==> src/rtl/cdb_arbiter.sv <==
// Common data bus arbiter: per-source result FIFOs feed two registered CDB channels via rotating priority.
// Latency: accept -> broadcast one cycle later (same edge when CDB_BYPASS_EN lets an idle source skip its FIFO).
// Backpressure: src_ready drops when a source FIFO is full, on flush, or while rdy_in is low; rdy_in low freezes all state.
module cdb_arbiter #(
    parameter int NSRC       = 3,
    parameter int FIFO_DEPTH = 4,
    parameter int ID_BITS    = 4
) (
    input  logic                    clk_in,
    input  logic                    rst_in,
    input  logic                    rdy_in,
    input  logic                    RoB_clear,
    input  logic [NSRC-1:0]         src_valid,
    input  logic [NSRC*ID_BITS-1:0] src_id,
    input  logic [NSRC*32-1:0]      src_value,
    output logic [NSRC-1:0]         src_ready,
    output logic                    cdb1_rdy,
    output logic [ID_BITS-1:0]      cdb1_id,
    output logic [31:0]             cdb1_value,
    output logic                    cdb2_rdy,
    output logic [ID_BITS-1:0]      cdb2_id,
    output logic [31:0]             cdb2_value
);

    localparam int PW = (NSRC > 1) ? $clog2(NSRC) : 1;
    localparam int AW = $clog2(FIFO_DEPTH);
    localparam int CW = $clog2(FIFO_DEPTH + 1);
    localparam int DW = ID_BITS + 32;

    logic [DW-1:0]      mem_q    [NSRC][FIFO_DEPTH];
    logic [AW-1:0]      wr_ptr_q [NSRC];
    logic [AW-1:0]      rd_ptr_q [NSRC];
    logic [CW-1:0]      cnt_q    [NSRC];
    logic [PW-1:0]      rr_ptr_q, rr_ptr_d;
    logic               cdb1_rdy_q, cdb2_rdy_q;
    logic [ID_BITS-1:0] cdb1_id_q, cdb2_id_q;
    logic [31:0]        cdb1_value_q, cdb2_value_q;

    logic [NSRC-1:0]    accept, cand, grant, pop, push;
    logic [DW-1:0]      in_dat   [NSRC];
    logic [DW-1:0]      head_dat [NSRC];
    logic               g1_vld, g2_vld;
    logic [PW-1:0]      g1_idx, g2_idx;
    logic [DW-1:0]      g1_dat, g2_dat;

    // Per-source acceptance, head selection and candidate set
    always_comb begin
        for (int i = 0; i < NSRC; i++) begin
            src_ready[i] = rdy_in && !RoB_clear && (cnt_q[i] < CW'(FIFO_DEPTH));
            accept[i]    = src_valid[i] && src_ready[i];
            in_dat[i]    = {src_id[i*ID_BITS +: ID_BITS], src_value[i*32 +: 32]};
`ifdef CDB_BYPASS_EN
            // An empty source may hand its incoming result straight to a channel
            head_dat[i]  = (cnt_q[i] != '0) ? mem_q[i][rd_ptr_q[i]] : in_dat[i];
            cand[i]      = (cnt_q[i] != '0) || accept[i];
`else
            head_dat[i]  = mem_q[i][rd_ptr_q[i]];
            cand[i]      = (cnt_q[i] != '0);
`endif
        end
    end

    // Rotating-priority scan: first candidate from rr_ptr takes CDB1, second takes CDB2
    always_comb begin
        int          j;
        logic [PW-1:0] jj;
        g1_vld = 1'b0;
        g2_vld = 1'b0;
        g1_idx = '0;
        g2_idx = '0;
        grant  = '0;
        j      = 0;
        jj     = '0;
        for (int k = 0; k < NSRC; k++) begin
            j = int'(rr_ptr_q) + k;
            if (j >= NSRC) j = j - NSRC;
            jj = PW'(j);
            if (cand[jj]) begin
                if (!g1_vld) begin
                    g1_vld    = 1'b1;
                    g1_idx    = jj;
                    grant[jj] = 1'b1;
                end else if (!g2_vld) begin
                    g2_vld    = 1'b1;
                    g2_idx    = jj;
                    grant[jj] = 1'b1;
                end
            end
        end
        g1_dat = head_dat[g1_idx];
        g2_dat = head_dat[g2_idx];
    end

    // FIFO pop/push decisions and next rotation pointer (one past the last winner)
    always_comb begin
        for (int i = 0; i < NSRC; i++) begin
            pop[i]  = grant[i] && (cnt_q[i] != '0);
            // A granted result taken from an empty FIFO bypasses storage
            push[i] = accept[i] && !(grant[i] && (cnt_q[i] == '0));
        end
        rr_ptr_d = rr_ptr_q;
        if (g2_vld)
            rr_ptr_d = (g2_idx == PW'(NSRC - 1)) ? '0 : g2_idx + PW'(1);
        else if (g1_vld)
            rr_ptr_d = (g1_idx == PW'(NSRC - 1)) ? '0 : g1_idx + PW'(1);
    end

    // Control state: pointers, counts, rotation and registered CDB channels
    always_ff @(posedge clk_in) begin
        if (rst_in) begin
            for (int i = 0; i < NSRC; i++) begin
                wr_ptr_q[i] <= '0;
                rd_ptr_q[i] <= '0;
                cnt_q[i]    <= '0;
            end
            rr_ptr_q     <= '0;
            cdb1_rdy_q   <= 1'b0;
            cdb1_id_q    <= '0;
            cdb1_value_q <= '0;
            cdb2_rdy_q   <= 1'b0;
            cdb2_id_q    <= '0;
            cdb2_value_q <= '0;
        end else if (rdy_in) begin
            if (RoB_clear) begin
                for (int i = 0; i < NSRC; i++) begin
                    wr_ptr_q[i] <= '0;
                    rd_ptr_q[i] <= '0;
                    cnt_q[i]    <= '0;
                end
                rr_ptr_q   <= '0;
                cdb1_rdy_q <= 1'b0;
                cdb2_rdy_q <= 1'b0;
            end else begin
                for (int i = 0; i < NSRC; i++) begin
                    if (push[i]) wr_ptr_q[i] <= wr_ptr_q[i] + AW'(1);
                    if (pop[i])  rd_ptr_q[i] <= rd_ptr_q[i] + AW'(1);
                    cnt_q[i] <= cnt_q[i] + CW'(push[i]) - CW'(pop[i]);
                end
                rr_ptr_q   <= rr_ptr_d;
                cdb1_rdy_q <= g1_vld;
                cdb2_rdy_q <= g2_vld;
                if (g1_vld) {cdb1_id_q, cdb1_value_q} <= g1_dat;
                if (g2_vld) {cdb2_id_q, cdb2_value_q} <= g2_dat;
            end
        end
    end

    // FIFO storage; push already implies rdy_in high and no flush
    always_ff @(posedge clk_in) begin
        for (int i = 0; i < NSRC; i++) begin
            if (!rst_in && push[i]) mem_q[i][wr_ptr_q[i]] <= in_dat[i];
        end
    end

    assign cdb1_rdy   = cdb1_rdy_q;
    assign cdb1_id    = cdb1_id_q;
    assign cdb1_value = cdb1_value_q;
    assign cdb2_rdy   = cdb2_rdy_q;
    assign cdb2_id    = cdb2_id_q;
    assign cdb2_value = cdb2_value_q;

endmodule

==> config.mk <==
export PLATFORM = sky130hd
export DESIGN_NAME = cdb_arbiter
export DESIGN_NICKNAME = d
export VERILOG_FILES = /design/src/rtl/cdb_arbiter.sv
export SDC_FILE = /design/constraint.sdc
export NUM_CORES = 1
export LEC_CHECK = 0
export BUFFER_PORTS_ARGS = -buffer_cell sky130_fd_sc_hd__buf_4
export CAP_MARGIN = 10
export CORE_UTILIZATION = 30
export CTS_CLUSTER_SIZE = 40
export DETAILED_ROUTE_END_ITERATION = 10
export GPL_TIMING_DRIVEN = 0
export PLACE_DENSITY = 0.52
export SYNTH_ARGS = -nofsm -noshare
export SYNTH_HDL_FRONTEND = slang
export SYNTH_SLANG_ARGS = --single-unit
export TNS_END_PERCENT = 30
==> constraint.sdc <==
create_clock -name clk_in -period 3.2 [get_ports clk_in]
set_input_delay 0 -clock clk_in [delete_from_list [all_inputs] [get_ports clk_in]]
set_output_delay 0 -clock clk_in [all_outputs]
set_load 0.02 [all_outputs]
# ---- Word-level counts from Yosys, hierarchy flattened
# Memories as Yosys holds them, arrays and structs flattened.
# Cells that the tools add are included.
dict set report totals {
  out_inout_bits 77
  n_memories 4
  wordCells 253
  ram_bits 453
  input_bits 115
  reg_bits 76
}
# memory words word_bits read_ports rd_clocked_by_memory_dff wr line
set mem_list {}
lappend mem_list {mem_q 3 144 3 0 3 30} ;# logic [DW-1:0] mem_q [NSRC][FIFO_DEPTH];
lappend mem_list {cnt_q 3 3 3 0 3 33} ;# logic [CW-1:0] cnt_q [NSRC];
lappend mem_list {rd_ptr_q 3 2 3 0 3 32} ;# logic [AW-1:0] rd_ptr_q [NSRC];
lappend mem_list {wr_ptr_q 3 2 3 0 3 31} ;# logic [AW-1:0] wr_ptr_q [NSRC];
dict set report op_classes {
  reduce_logical 40
  bitwise 29
  n_addsub 19
  n_mux 129
  order_cmp 23
  n_eq_ne 2
}
# cell n
set ops {}
lappend ops {{36-bit 2-to-1 mux} 13}
lappend ops {{144-bit 2-to-1 mux} 3}
lappend ops {{36-bit binary-select mux with 2-bit select} 5}
lappend ops {{36-bit demux with 2-bit select} 3}
lappend ops {{2-bit 2-to-1 mux} 30}
lappend ops {{1-bit 2-to-1 mux} 58}
lappend ops {{3-bit 2-to-1 mux} 11}
lappend ops {{1-bit logical AND} 25}
lappend ops {{3-bit greater-or-equal comparator (second input constant)} 8}
lappend ops {{2-bit NOT with 3-bit output} 8}
lappend ops {{1-bit bitwise OR} 18}
lappend ops {{2-bit by 1-bit adder with 2-bit output (second input constant)} 8}
lappend ops {{3-bit nonzero test} 4}
lappend ops {{3-bit by 1-bit adder with 3-bit output} 3}
lappend ops {{3-bit zero test} 3}
lappend ops {{2-bit by 3-bit less-than comparator with 1-bit output (second input constant)} 3}
lappend ops {{3-bit by 1-bit less-than comparator with 1-bit output (second input constant)} 3}
lappend ops {{3-bit less-than comparator (second input constant)} 3}
lappend ops {{3-bit by 1-bit subtractor with 3-bit output} 3}
lappend ops {{1-bit binary-select mux with 2-bit select} 3}
lappend ops {{1-bit demux with 2-bit select} 3}
lappend ops {{2-bit by 1-bit greater-or-equal comparator with 1-bit output (second input constant)} 3}
lappend ops {{3-bit by 2-bit greater-or-equal comparator with 1-bit output (second input constant)} 2}
lappend ops {{3-bit bitwise OR} 2}
lappend ops {{9 further kinds} 17}

# ---- Longest topological paths before layout
# Gate-level depths: netlist of the first run.
dict set report logic_depth {
  depth_word 22
  depth_mapped 15
  mapped_depth_nobuf 13
}

# ---- Worst setup path after synthesis of the first run
# Ideal clock, no wire load.
dict set report synth_path {
  kind {flip-flop to flip-flop}
  from {reg rr_ptr_q[0]}
  to {mem cnt_q[0][2] (netlist name), data pin}
  setup_ns 0.254
  n_path_buf 2
  arrival_ns 2.810
  required_time_ns 2.946
  period_less_slack_ns 3.064
  setup_slack_ns 0.136
  path_stages_with_launch 15
  path_cell_list {dfxtp_1 inv_1 ha_1 buf_4 clkbuf_1 o31ai_1 a221oi_1 o31a_1 ha_1 inv_1 ha_1 fa_1 xnor2_1 xnor2_1 nor2_1}
}
# element line
set synth_lines {}
lappend synth_lines {{from (decl)} 34} ;# logic [PW-1:0] rr_ptr_q, rr_ptr_d;
lappend synth_lines {{from (signal assigned)} 139} ;# rr_ptr_q <= rr_ptr_d;
lappend synth_lines {{to (decl)} 33}

==> impl_results.md, run 1 <==
* Vias per std cell at 5.01
* CTS tree: done
* Worst hold path class: in2reg
* Avg WL per Cell at 24.3 um
* P_leak at 9.44 nW
* Crit path cell chain: inv_1, ha_4, buf_6, inv_2, or4_4, nand4_1, o31a_1, ha_1, inv_1, ha_1, fa_2, xnor2_2, xnor2_1, nor2_1
* Tmin final at 3.13 ns
* Fin. max-slew vios at 0
* Post-synth EDFFs at 453
* Syn nets at 1390
* Vias in the first global route at 13211
* Worst R2R Path Depth at 14
* Reg2reg setup slack at ~0.073 ns
* Syn_area_per_cell at 17.2 um2
* CTS root buf: clkbuf_16
* Die Y at between 200 and 300 um
* First-pass GRT wire length at 91.5 mm
* Largest net degree at the start of global routing at 31
* Antenna violations before repair at 7
* Slowest stage delay, CP at 0.54 ns
* Max Freq at around 0.32 GHz
* Post-layout instance area at 27600 um2
* Synth Flop Type: edfxtp_1
* Worst EP arrival at 3.49 ns
* Critical path endpoint: cnt_q[0][2]
* Seq/Total Area, Yosys at 70.3%
* Critical Path Start Type: register
* P&R area growth vs syn at 28.5%
* DR vias at between 10000 and 15000
* DP Wirelength at ~47 mm
* Reg-to-Reg Start: rr_ptr_q[0]
* Slowest stage cell, crit path: or4_4
* Critical Path Fanout Max at 5
* Post-Syn Area at 21500 um2
* Die W at 270 um
* # H-tree levels at 2
* Max clock buf depth at 3
* GRT Resource Usage Total at 17.3%
* Initial Util at 30.5%
* Final hold violations at 0
* Layout Utilization at 39.2%
* Yosys warning count at 0
* CP startpoint: rr_ptr_q[0]
* Worst-path clk slew at 0.06 ns
* Number of remaining DRC errors at 0
* Worst flop-to-flop path endpoint: cnt_q[0][2]
* RePlAce Congestion at a little under 0.9
* # setup viols final at 0
* Layout net count at around 1800
* Clk_skew at 0.0160 ns
* CTS buffer count at 56
* Core area at 70500 um2
* Setup WS pre-CTS at -0.354 ns
* Max-cap violations at 0
* Slew headroom at approximately 30%
* Setup WS post-layout at 0.0727 ns
* Sink Count at 529
* # fillers at 6503
* I/O pin count at ~190
* Total grt overflow at 0
* Post-route ant nets at 0
* Type of the worst setup path: reg2reg
* DR pass1 iterations at 5
* Critical path data required time at 3.56 ns
* Capturing element type of the critical path: register
* Crit share post-route at 97.7%
* Synth unique cells at 62
* # rows at 97
* Synth Register Bits at 529
* Total chip power at 17.1 mW
* Cells after synthesis at 1250
* DIE AREA at 72800 um2
* Placed Area at 24400 um2
* Power per cell area at 617 nW/um2
* Number of buffers added on ports at 190
* Skew-Pair Late Insertion Delay at 0.60 ns
* Worst VDD drop at roughly 470 uV
* Share of cells above drive strength 1 at 30.6%
* DR iter-0 viols at 1125
* FFs w/ async S/R, synth at 0%
* DRT Wirelength at 63.8 mm
* Outcome: finished, final reports clean
* Worst-Margin Slew at 1.04 ns
flip-flops by register name (all words and copies together) (netlist names):
name        flops
mem_q         432
cdb1_value     32
cdb2_value     32
cnt_q           9
rd_ptr_q        6
wr_ptr_q        6
cdb1_id         4
cdb2_id         4
rr_ptr_q        2
cdb1_rdy        1
cdb2_rdy        1
logic make-up after synthesis:
family	after synthesis	synth area share, %
AOI/OAI and AO/OA	215	8.23
adders and majority gates	25	1.56
buffers and inverters	159	3.20
xor gates and xnor gates	9	0.366
DFF	529	70.3
and+or+nand+nor	184	4.06
muxes	129	12.3
layout by cell type, fill, tap and decap left out, types with 14 or more instances in the layout:
cell,n
a211o_1,21
buf_4,219
inv_1,76
a221oi_2,14
mux2i_1,19
nor2_1,46
nand2_1,73
dlygate4sd3_1,112
clkbuf_16,57
dfxtp_1,74
mux4_2,108
edfxtp_1,453
buf_2,27
a21oi_1,44
a221oi_1,81
ha_1,21
clkbuf_1,51
worst max-delay path, delay by kind of cell, from the launching register on:
kind,cells,cell delay [ns]
adder cells (fa/ha/maj),4,1.01
AND/OR/NAND/NOR,3,0.70
flip-flops,1,0.36
buffers and inverters,4,0.32
XOR/XNOR,2,0.27
AO/OA/AOI/OAI,1,0.23
final cells by class:
type / count / area, um2 / share of cell area (%)
diodes: 3 / 7.51 / 0.0272
plain buffers: 81 / 433 / 1.57
clock buffers: 75 / 1490 / 5.40
clock inverters: 25 / 343 / 1.24
inverters: 78 / 293 / 1.06
multi-input cells: 562 / 5840 / 21.1
flip-flops and latches: 529 / 15100 / 54.7
well taps: 940 / 1180 / 4.26
repair buffers: 332 / 2930 / 10.6
metal layers:
metal / part of all wire (%) / GRT usage, % / up-vias
li1: - / - / 5771
met1: 43 / 23.8 / 6777
met2: 47 / 27.3 / 487
met3: 7.3 / 3.85 / 99
met4: 2.8 / 5.32 / 8
met5: 0.072 / 0 / -
worst min path at each step:
stage / from / end / slack (ns) / cells past startpoint
after floorplan: src_value[0] / mem_q[0][0] / 0.1 / 0
after global placement: src_value[15] / mem_q[0][123] / 0.20 / 1
after detailed placement: src_value[42] / mem_q[0][262] / 0.20 / 1
after CTS: src_valid[0] / wr_ptr_q[0][1] / 0.04 / 3
after global routing: src_valid[0] / wr_ptr_q[0][1] / 0.13 / 3
final: src_valid[0] / wr_ptr_q[0][1] / 0.09 / 3
what timing repair did:
action	CTS	global route
endpoints found under the setup margin	213	265
hold buffers	112	0
resized for setup	14	37
cloned	0	1
buffers inserted	3	14
pin swaps	3	8
endpoints found under the hold margin	455	0
per-stage QoR:
step | hold slack (ns) | cells | TNS (ns)
2_1_floorplan | 0.0989 | 1250 | 0
3_3_place_gp | 0.200 | 2380 | -437.32
3_5_place_dp | 0.204 | 2392 | -22.66
4_1_cts | 0.0437 | 2607 | -2.76
5_1_grt | 0.125 | 2625 | -0.0646
6_report | 0.0866 | 2625 | 0
power by group:
group,total [mW],internal [mW],switching [mW]
clock,6.57,3.97,2.60
sequential,7.85,7.66,0.185
combinational,2.64,1.08,1.56
Yosys cell counts, types with 2 or more instances:
library cell | count | area (um2)
nor3_1 | 4 | 20.0
a221oi_1 | 82 | 718
ha_1 | 22 | 275
o21bai_1 | 2 | 15.0
a211oi_1 | 3 | 22.5
mux2i_1 | 19 | 190
fa_1 | 3 | 60.1
a21oi_2 | 2 | 17.5
nand3_1 | 5 | 25.0
clkbuf_1 | 36 | 135
inv_1 | 77 | 289
dfxtp_1 | 76 | 1520
o31ai_1 | 3 | 22.5
nand3b_1 | 2 | 15.0
nor2b_1 | 4 | 25.0
or3_1 | 2 | 12.5
or2_2 | 3 | 18.8
nor4_1 | 2 | 12.5
o211ai_2 | 3 | 37.5
a21boi_1 | 2 | 15.0
nand2_1 | 73 | 274
edfxtp_1 | 453 | 13600
a211o_1 | 21 | 184
a21oi_1 | 45 | 225
mux4_2 | 108 | 2430
nor2_1 | 47 | 176
nor3b_1 | 2 | 15.0
buf_4 | 12 | 90.1
a22oi_1 | 10 | 75.1
xnor2_1 | 8 | 70.1
and2_1 | 20 | 125
nand2b_1 | 10 | 62.6
buf_2 | 32 | 160
o21ai_0 | 13 | 65.1
mux2_2 | 2 | 22.5
a221oi_2 | 13 | 195
o31a_1 | 2 | 17.5
nand4_1 | 3 | 18.8
Note: power is estimated with default switching activity, not from simulation.
==> run 2, diff against run 1 <==
Settings changed: SETUP_SLACK_MARGIN set to 0.4.
==> run 2 against run 1 <==
Against the previous run: sequential power hardly changed; count of clock-buffer cells in the layout is 5 lower; global-route usage grew 0.55 points; largest cell class unchanged; highest routed layer unchanged.
==> impl_results.md, run 2 (synthesis results as in run 1) <==
* P&R area growth vs syn at 31.6%
* RePlAce Congestion at 0.875 (+0.55%)
* # setup viols final at 0 (unchanged)
* Number of buffers added on ports at 190 (unchanged)
* CTS buffer count at 59 (+5.4%)
* Core area at 70500 um2 (unchanged)
* Outcome: finished, final reports clean
* Reg2reg setup slack at 0.17 ns (+0.09 ns)
* Die W at 270 um (unchanged)
* DR pass1 iterations at 5 (unchanged)
* Slowest stage delay, CP at 0.52 ns (-0.02 ns)
* Buffers and inverters on the worst path at 4 (unchanged)
* Max Freq at 0.330 GHz (+3.1%)
* Vias in the first global route at 13536 (+2.5%)
* CTS tree: done
* Worst-path clk slew at 0.06 ns (about the same)
* Total grt overflow at 0 (unchanged)
* Number of remaining DRC errors at 0 (unchanged)
* Avg WL per Cell at 24.8 um (+2.0%)
* Worst hold path class: in2reg
* Type of the worst setup path: reg2reg
* Critical path data required time at 3.57 ns (about the same)
* First-pass GRT wire length at 94.1 mm (+2.8%)
* Clk_skew at 0.0395 ns (+0.0236 ns)
* Hold Slack at 0.100 ns (+0.0139 ns)
* I/O pin count at 192 (unchanged)
* Vias per std cell at 5.03 (+0.50%)
* Critical path endpoint: cnt_q[0][1]
* Crit path max-delay family: adder cells
* RSZ-0062 raised after global routing: true
* # rows at 97 (unchanged)
* Worst R2R Path Depth at 12 (-2)
* Capturing element type of the critical path: register
* DP Wirelength at 46.4 mm (-0.44%)
* Crit path cell chain: inv_4, ha_4, buf_8, inv_6, or4_4, nand4_1, o31a_1, ha_1, inv_1, ha_2, fa_2, and2_4
* Fin. max-slew vios at 0 (unchanged)
* Setup WS pre-CTS at -0.294 ns (+0.0601 ns)
* Placed Area at 24400 um2 (about the same)
* Largest net degree at the start of global routing at 27 (-13%)
* Final hold violations at 0 (unchanged)
* Worst VDD drop at 413 uV (-12%)
* Slowest stage cell, crit path: or4_4
* # H-tree levels at 2 (unchanged)
* GRT Resource Usage Total at 17.9% (+0.55 points)
* Commonest non-fill, non-tap cell in the layout: edfxtp_1
* DR vias at 13419 (+2.1%)
* Max-cap violations at 0 (unchanged)
* CP startpoint: rr_ptr_q[0]
* Post-route ant nets at 0 (unchanged)
* # fillers at 6498 (-0.077%)
* Leading cell types in the layout, fill and taps excluded: 453 x edfxtp_1, 236 x buf_4, 112 x dlygate4sd3_1, 108 x mux4_2, 81 x a221oi_1
* Critical Path Start Type: register
* Worst-Margin Slew at 1.12 ns (+0.0764 ns)
* Crit share post-route at 94.8% (-2.9 points)
* CTS root buf: clkbuf_16
* P_leak at 9.74 nW (+3.2%)
* Critical Path Fanout Max at 7 (+2)
* Reg-to-Reg Start: rr_ptr_q[0]
* DR iter-0 viols at 1266 (+13%)
* Share of cells above drive strength 1 at 33.6% (+3.0 points)
* Setup WS post-layout at 0.167 ns (+0.0943 ns)
* Worst EP arrival at 3.40 ns (-0.09 ns)
* DRT Wirelength at 66.1 mm (+3.6%)
* Tmin final at 3.03 ns (-0.0943 ns)
* Worst flop-to-flop path endpoint: cnt_q[0][1]
* Antenna violations before repair at 9 (+2)
* Power per cell area at 617 nW/um2 (about the same)
* Sink Count at 529 (unchanged)
* Slew headroom at 25.5% (-5.1 points)
* Skew-Pair Late Insertion Delay at 0.65 ns (+0.05 ns)
* Max clock buf depth at 3 (unchanged)
* Die Y at 270 um (unchanged)
* Max reg flops at 432 (unchanged)
* Setup TNS at 0 ns (unchanged)
* Initial Util at 30.5% (unchanged)
* Layout net count at 1814 (+1.9%)
* Critical Path Stages at 12 (-2)
* Total chip power at 17.5 mW (+2.4%)
* Post-layout instance area at 28300 um2 (+2.5%)
* DIE AREA at 72800 um2 (unchanged)
[run 2: timing repair]
action | in CTS | in global routing
gates resized for setup | 41 | 37
endpoints found under the hold margin | 455 | 0
setup buffers | 38 | 10
hold buffers | 112 | 0
pin swaps | 29 | 4
gates cloned | 5 | 0
endpoints found under the setup margin | 492 | 478
[run 2: area by class of cell]
| class | count | area [um2] | share of cell area, % |
|---|---|---|---|
| multi-input cells | 566 | 5970 | 21.1 |
| plain buffers | 81 | 463 | 1.63 |
| well taps | 940 | 1180 | 4.15 |
| clock inverters | 40 | 465 | 1.64 |
| inverters | 78 | 300 | 1.06 |
| flip-flops and latches | 529 | 15100 | 53.4 |
| repair buffers | 359 | 3280 | 11.6 |
| diodes | 4 | 10.0 | 0.0353 |
| clock buffers | 70 | 1520 | 5.36 |
[run 2: worst register-to-register path, delay by kind of cell, from the launching register on]
kind	cells	cell delay [ns]
buffers and inverters	4	0.27
flip-flops	1	0.39
adder cells (fa/ha/maj)	4	1.12
AND/OR/NAND/NOR	3	0.79
AO/OA/AOI/OAI	1	0.21
[run 2: worst min path at each step]
stage                     depth (start not counted)           from  slack [ns]            end
final                                             2  src_value[75]        0.10  mem_q[0][299]
after global routing                              2  src_value[79]        0.09  mem_q[0][303]
after detailed placement                          1  src_value[54]        0.20  mem_q[0][166]
after floorplan                                   0   src_value[0]         0.1    mem_q[0][0]
after global placement                            1  src_value[18]        0.20   mem_q[0][54]
after CTS                                         2  src_value[82]        0.06  mem_q[0][342]
[run 2: per-layer routing]
layer / share of wire, % / up-vias / wire (um) / GRT usage, %
met5: 0.11 / - / 72 / 0
met4: 2.7 / 12 / 1780 / 5.59
met3: 8.0 / 102 / 5290 / 3.80
met2: 47 / 526 / 30800 / 28.1
li1: - / 5863 / - / -
met1: 43 / 6916 / 28200 / 24.7
[run 2: where the power goes]
part | switching [mW] | total (mW) | internal [mW]
combinational | 1.60 | 2.74 | 1.14
clock | 2.82 | 6.87 | 4.05
sequential | 0.195 | 7.86 | 7.66
[run 2: metrics by stage]
stage          utilization, %  cells
6_report                 40.2   2667
5_1_grt                  40.2   2666
4_1_cts                  39.9   2653
3_5_place_dp             34.6   2388
3_3_place_gp             34.3   2380
2_1_floorplan               -   1250
==> run 3, diff against run 2 <==
Settings changed: CELL_PAD_IN_SITES_DETAIL_PLACEMENT set to 2, CELL_PAD_IN_SITES_GLOBAL_PLACEMENT set to 2, PLACE_DENSITY 0.52 to 0.65.
==> run 3 against run 2 <==
Against the previous run: first-iteration DRC count down 10%; setup slack got worse by 0.11 ns; critical endpoint is now cnt_q[0][2]; power up 0.73%; final cell count is 0.30% lower; non-clock buffer count grew 1; final area about the same; hold slack lost 0.0069 ns; flip-flop and latch count is the same; register-to-register slack worse by 0.11 ns.
==> impl_results.md, run 3 (synthesis results as in run 1) <==
* Setup TNS at 0 ns (unchanged)
* Post-route ant nets at 0 (unchanged)
* Vias in the first global route at 14665 (+8.3%)
* I/O pin count at 192 (unchanged)
* RSZ-0062 raised after global routing: true
* Worst hold path depth at 5 (+3)
* Avg WL per Cell at 27.4 um (+10%)
* Layout net count at 1811 (-0.17%)
* Max-cap violations at 0 (unchanged)
* Worst EP arrival at 3.49 ns (+0.09 ns)
* Fin. max-slew vios at 0 (unchanged)
* RePlAce Congestion at 0.819 (-6.4%)
* Gate power share at 16.4% (+0.7 points)
* CTS buffer count at 55 (-6.8%)
* # setup viols final at 0 (unchanged)
* CTS root buf: clkbuf_16
* Hold Startpoint: src_valid[0]
* Number of buffers added on ports at 190 (unchanged)
* P_int at 12.9 mW (+0.57%)
* Net Sw Frac at 26.5% (+0.11 points)
* P&R area growth vs syn at 31.7% (about the same)
* Total grt overflow at 0 (unchanged)
* Worst VDD drop at 352 uV (-15%)
* GRT Resource Usage Total at 19.8% (+2.0 points)
* Critical path data required time at 3.56 ns (about the same)
* Clk_skew at 0.0235 ns (-0.0160 ns)
* Number of remaining DRC errors at 0 (unchanged)
* Buffers and inverters on the worst path at 4 (unchanged)
* Worst R2R Path Depth at 14 (+2)
* Die Y at 270 um (unchanged)
* Hold Crit Endpoint: wr_ptr_q[0][1]
* Sink Count at 529 (unchanged)
* Core area at 70500 um2 (unchanged)
* Total chip power at 17.6 mW (+0.73%)
* Skew-Pair Late Insertion Delay at 0.62 ns (-0.03 ns)
* Clk pwr share at 39.0% (-0.3 points)
* DR vias at 13538 (+0.89%)
* Worst-path clk slew at 0.07 ns (about the same)
* Largest net degree at the start of global routing at 25 (-7.4%)
* Slowest stage delay, CP at 0.53 ns (about the same)
* Critical Path Fanout Max at 5 (-2)
* DR iter-0 viols at 1136 (-10%)
* # H-tree levels at 2 (unchanged)
* Die W at 270 um (unchanged)
* Tmin final at 3.14 ns (+0.106 ns)
* Share of cells above drive strength 1 at 34.5% (+0.87 points)
* Dpl cells at 2388 (unchanged)
* DRT Wirelength at 72.7 mm (+10%)
* Power per cell area at 621 nW/um2 (+0.69%)
* Worst-Margin Slew at 0.941 ns (-0.177 ns)
* Slowest stage cell, crit path: or4_4
* Max clock buf depth at 3 (unchanged)
* CTS tree: done
* Worst hold path class: in2reg
* Layout Utilization at 40.2% (about the same)
* First-pass GRT wire length at 104 mm (+11%)
* DR pass1 iterations at 5 (unchanged)
* P_leak at 9.77 nW (+0.29%)
* Antenna violations before repair at 7 (-2)
* Type of the worst setup path: reg2reg
* Vias per std cell at 5.09 (+1.2%)
* Capturing element type of the critical path: register
* Crit share post-route at 98.1% (+3.3 points)
* Most used cell, CP: ha_4
* Reg2reg setup slack at 0.06 ns (-0.11 ns)
* Slew headroom at 37.3% (+12 points)
* Crit path cell chain: inv_4, ha_4, buf_8, inv_6, or4_4, nand4_1, o31a_1, ha_1, inv_2, ha_4, fa_2, xnor2_2, xnor2_1, nor2_1
* Outcome: finished, final reports clean
* Max Freq at 0.319 GHz (-3.4%)
* Initial Util at 30.5% (unchanged)
* Reg-to-Reg Start: rr_ptr_q[0]
* Leading cell types in the layout, fill and taps excluded: 453 x edfxtp_1, 241 x buf_4, 112 x dlygate4sd3_1, 108 x mux4_2, 82 x a221oi_1
* Crit path max-delay family: adder cells
* DP Wirelength at 50.9 mm (+9.7%)
* Commonest non-fill, non-tap cell in the layout: edfxtp_1
* # rows at 97 (unchanged)
* Critical Path Start Type: register
* Finished Layout Cells at 2659 (-0.30%)
* # fillers at 6824 (+5.0%)
* Max reg flops at 432 (unchanged)
* Final hold violations at 0 (unchanged)
* Part of the power in registers at 44.6% (-0.4 points)
* Psw at 4.67 mW (+1.2%)
* DIE AREA at 72800 um2 (unchanged)
* Worst flop-to-flop path endpoint: cnt_q[0][2]
-- run 3: power by group through the flow --
| stage | sequential, mW | clock (mW) | combinational [mW] |
|---|---|---|---|
| after floorplan | 8.01 | 0 | 1.35 |
| after global routing | 7.85 | 7.25 | 3.06 |
| after global placement | 7.98 | 0 | 2.44 |
| after CTS | 7.84 | 7.00 | 2.73 |
| after detailed placement | 7.98 | 0 | 2.51 |
| final | 7.85 | 6.87 | 2.88 |
-- run 3: per-layer routing --
metal | global-route usage [%] | up-vias | part of all wire [%]
li1 | - | 5846 | -
met1 | 26.1 | 7065 | 42
met2 | 32.5 | 489 | 48
met3 | 3.56 | 128 | 6.0
met4 | 7.66 | 10 | 4.1
met5 | 0 | - | 0.084
-- run 3: worst max path at each step --
stage,startpoint,end,slack [ns],cells past startpoint
5_1_grt,rr_ptr_q[1],cnt_q[0][2],-0.07,15
2_1_floorplan,cnt_q[0][1],cnt_q[0][2],0.26,12
3_5_place_dp,cnt_q[0][8],mem_q[0][93],-0.37,7
6_report,rr_ptr_q[0],cnt_q[0][2],0.06,14
4_1_cts,rr_ptr_q[0],cnt_q[0][2],0.08,15
3_3_place_gp,cnt_q[0][2],mem_q[0][339],-1.12,6
-- run 3: stage by stage --
step	area (um2)	hold slack, ns	worst slack, ns
5_1_grt	28300	0.111	-0.0653
6_report	28300	0.0935	0.0610
2_1_floorplan	21600	0.0989	0.255
4_1_cts	27800	0.0582	0.0751
3_3_place_gp	24200	0.201	-1.12
3_5_place_dp	24400	0.205	-0.366
-- run 3: repair_timing --
item | CTS | global route
hold buffers | 112 | 0
endpoints found under the setup margin | 494 | 445
gates cloned | 5 | 0
resized for setup | 32 | 97
pin swaps | 16 | 34
setup buffers | 23 | 26
hold endpoints to repair | 455 | 0
-- run 3: tightest hold or removal path: cells and delay by family --
kind | cells | cell delay (ns)
AND/OR/NAND/NOR | 2 | 0.20
buffers and inverters | 3 | 0.37
-- run 3: layout make-up --
| type | instances | area [um2] | share of cell area (%) |
|---|---|---|---|
| timing repair buffer | 360 | 3230 | 11.4 |
| multi-input combinational | 566 | 6020 | 21.2 |
| inverter | 78 | 303 | 1.07 |
| sequential | 529 | 15100 | 53.4 |
| clock buffer | 74 | 1560 | 5.50 |
| tap | 940 | 1180 | 4.15 |
| clock inverter | 29 | 395 | 1.40 |
| buffer | 81 | 515 | 1.82 |
| antenna | 2 | 5.00 | 0.0177 |
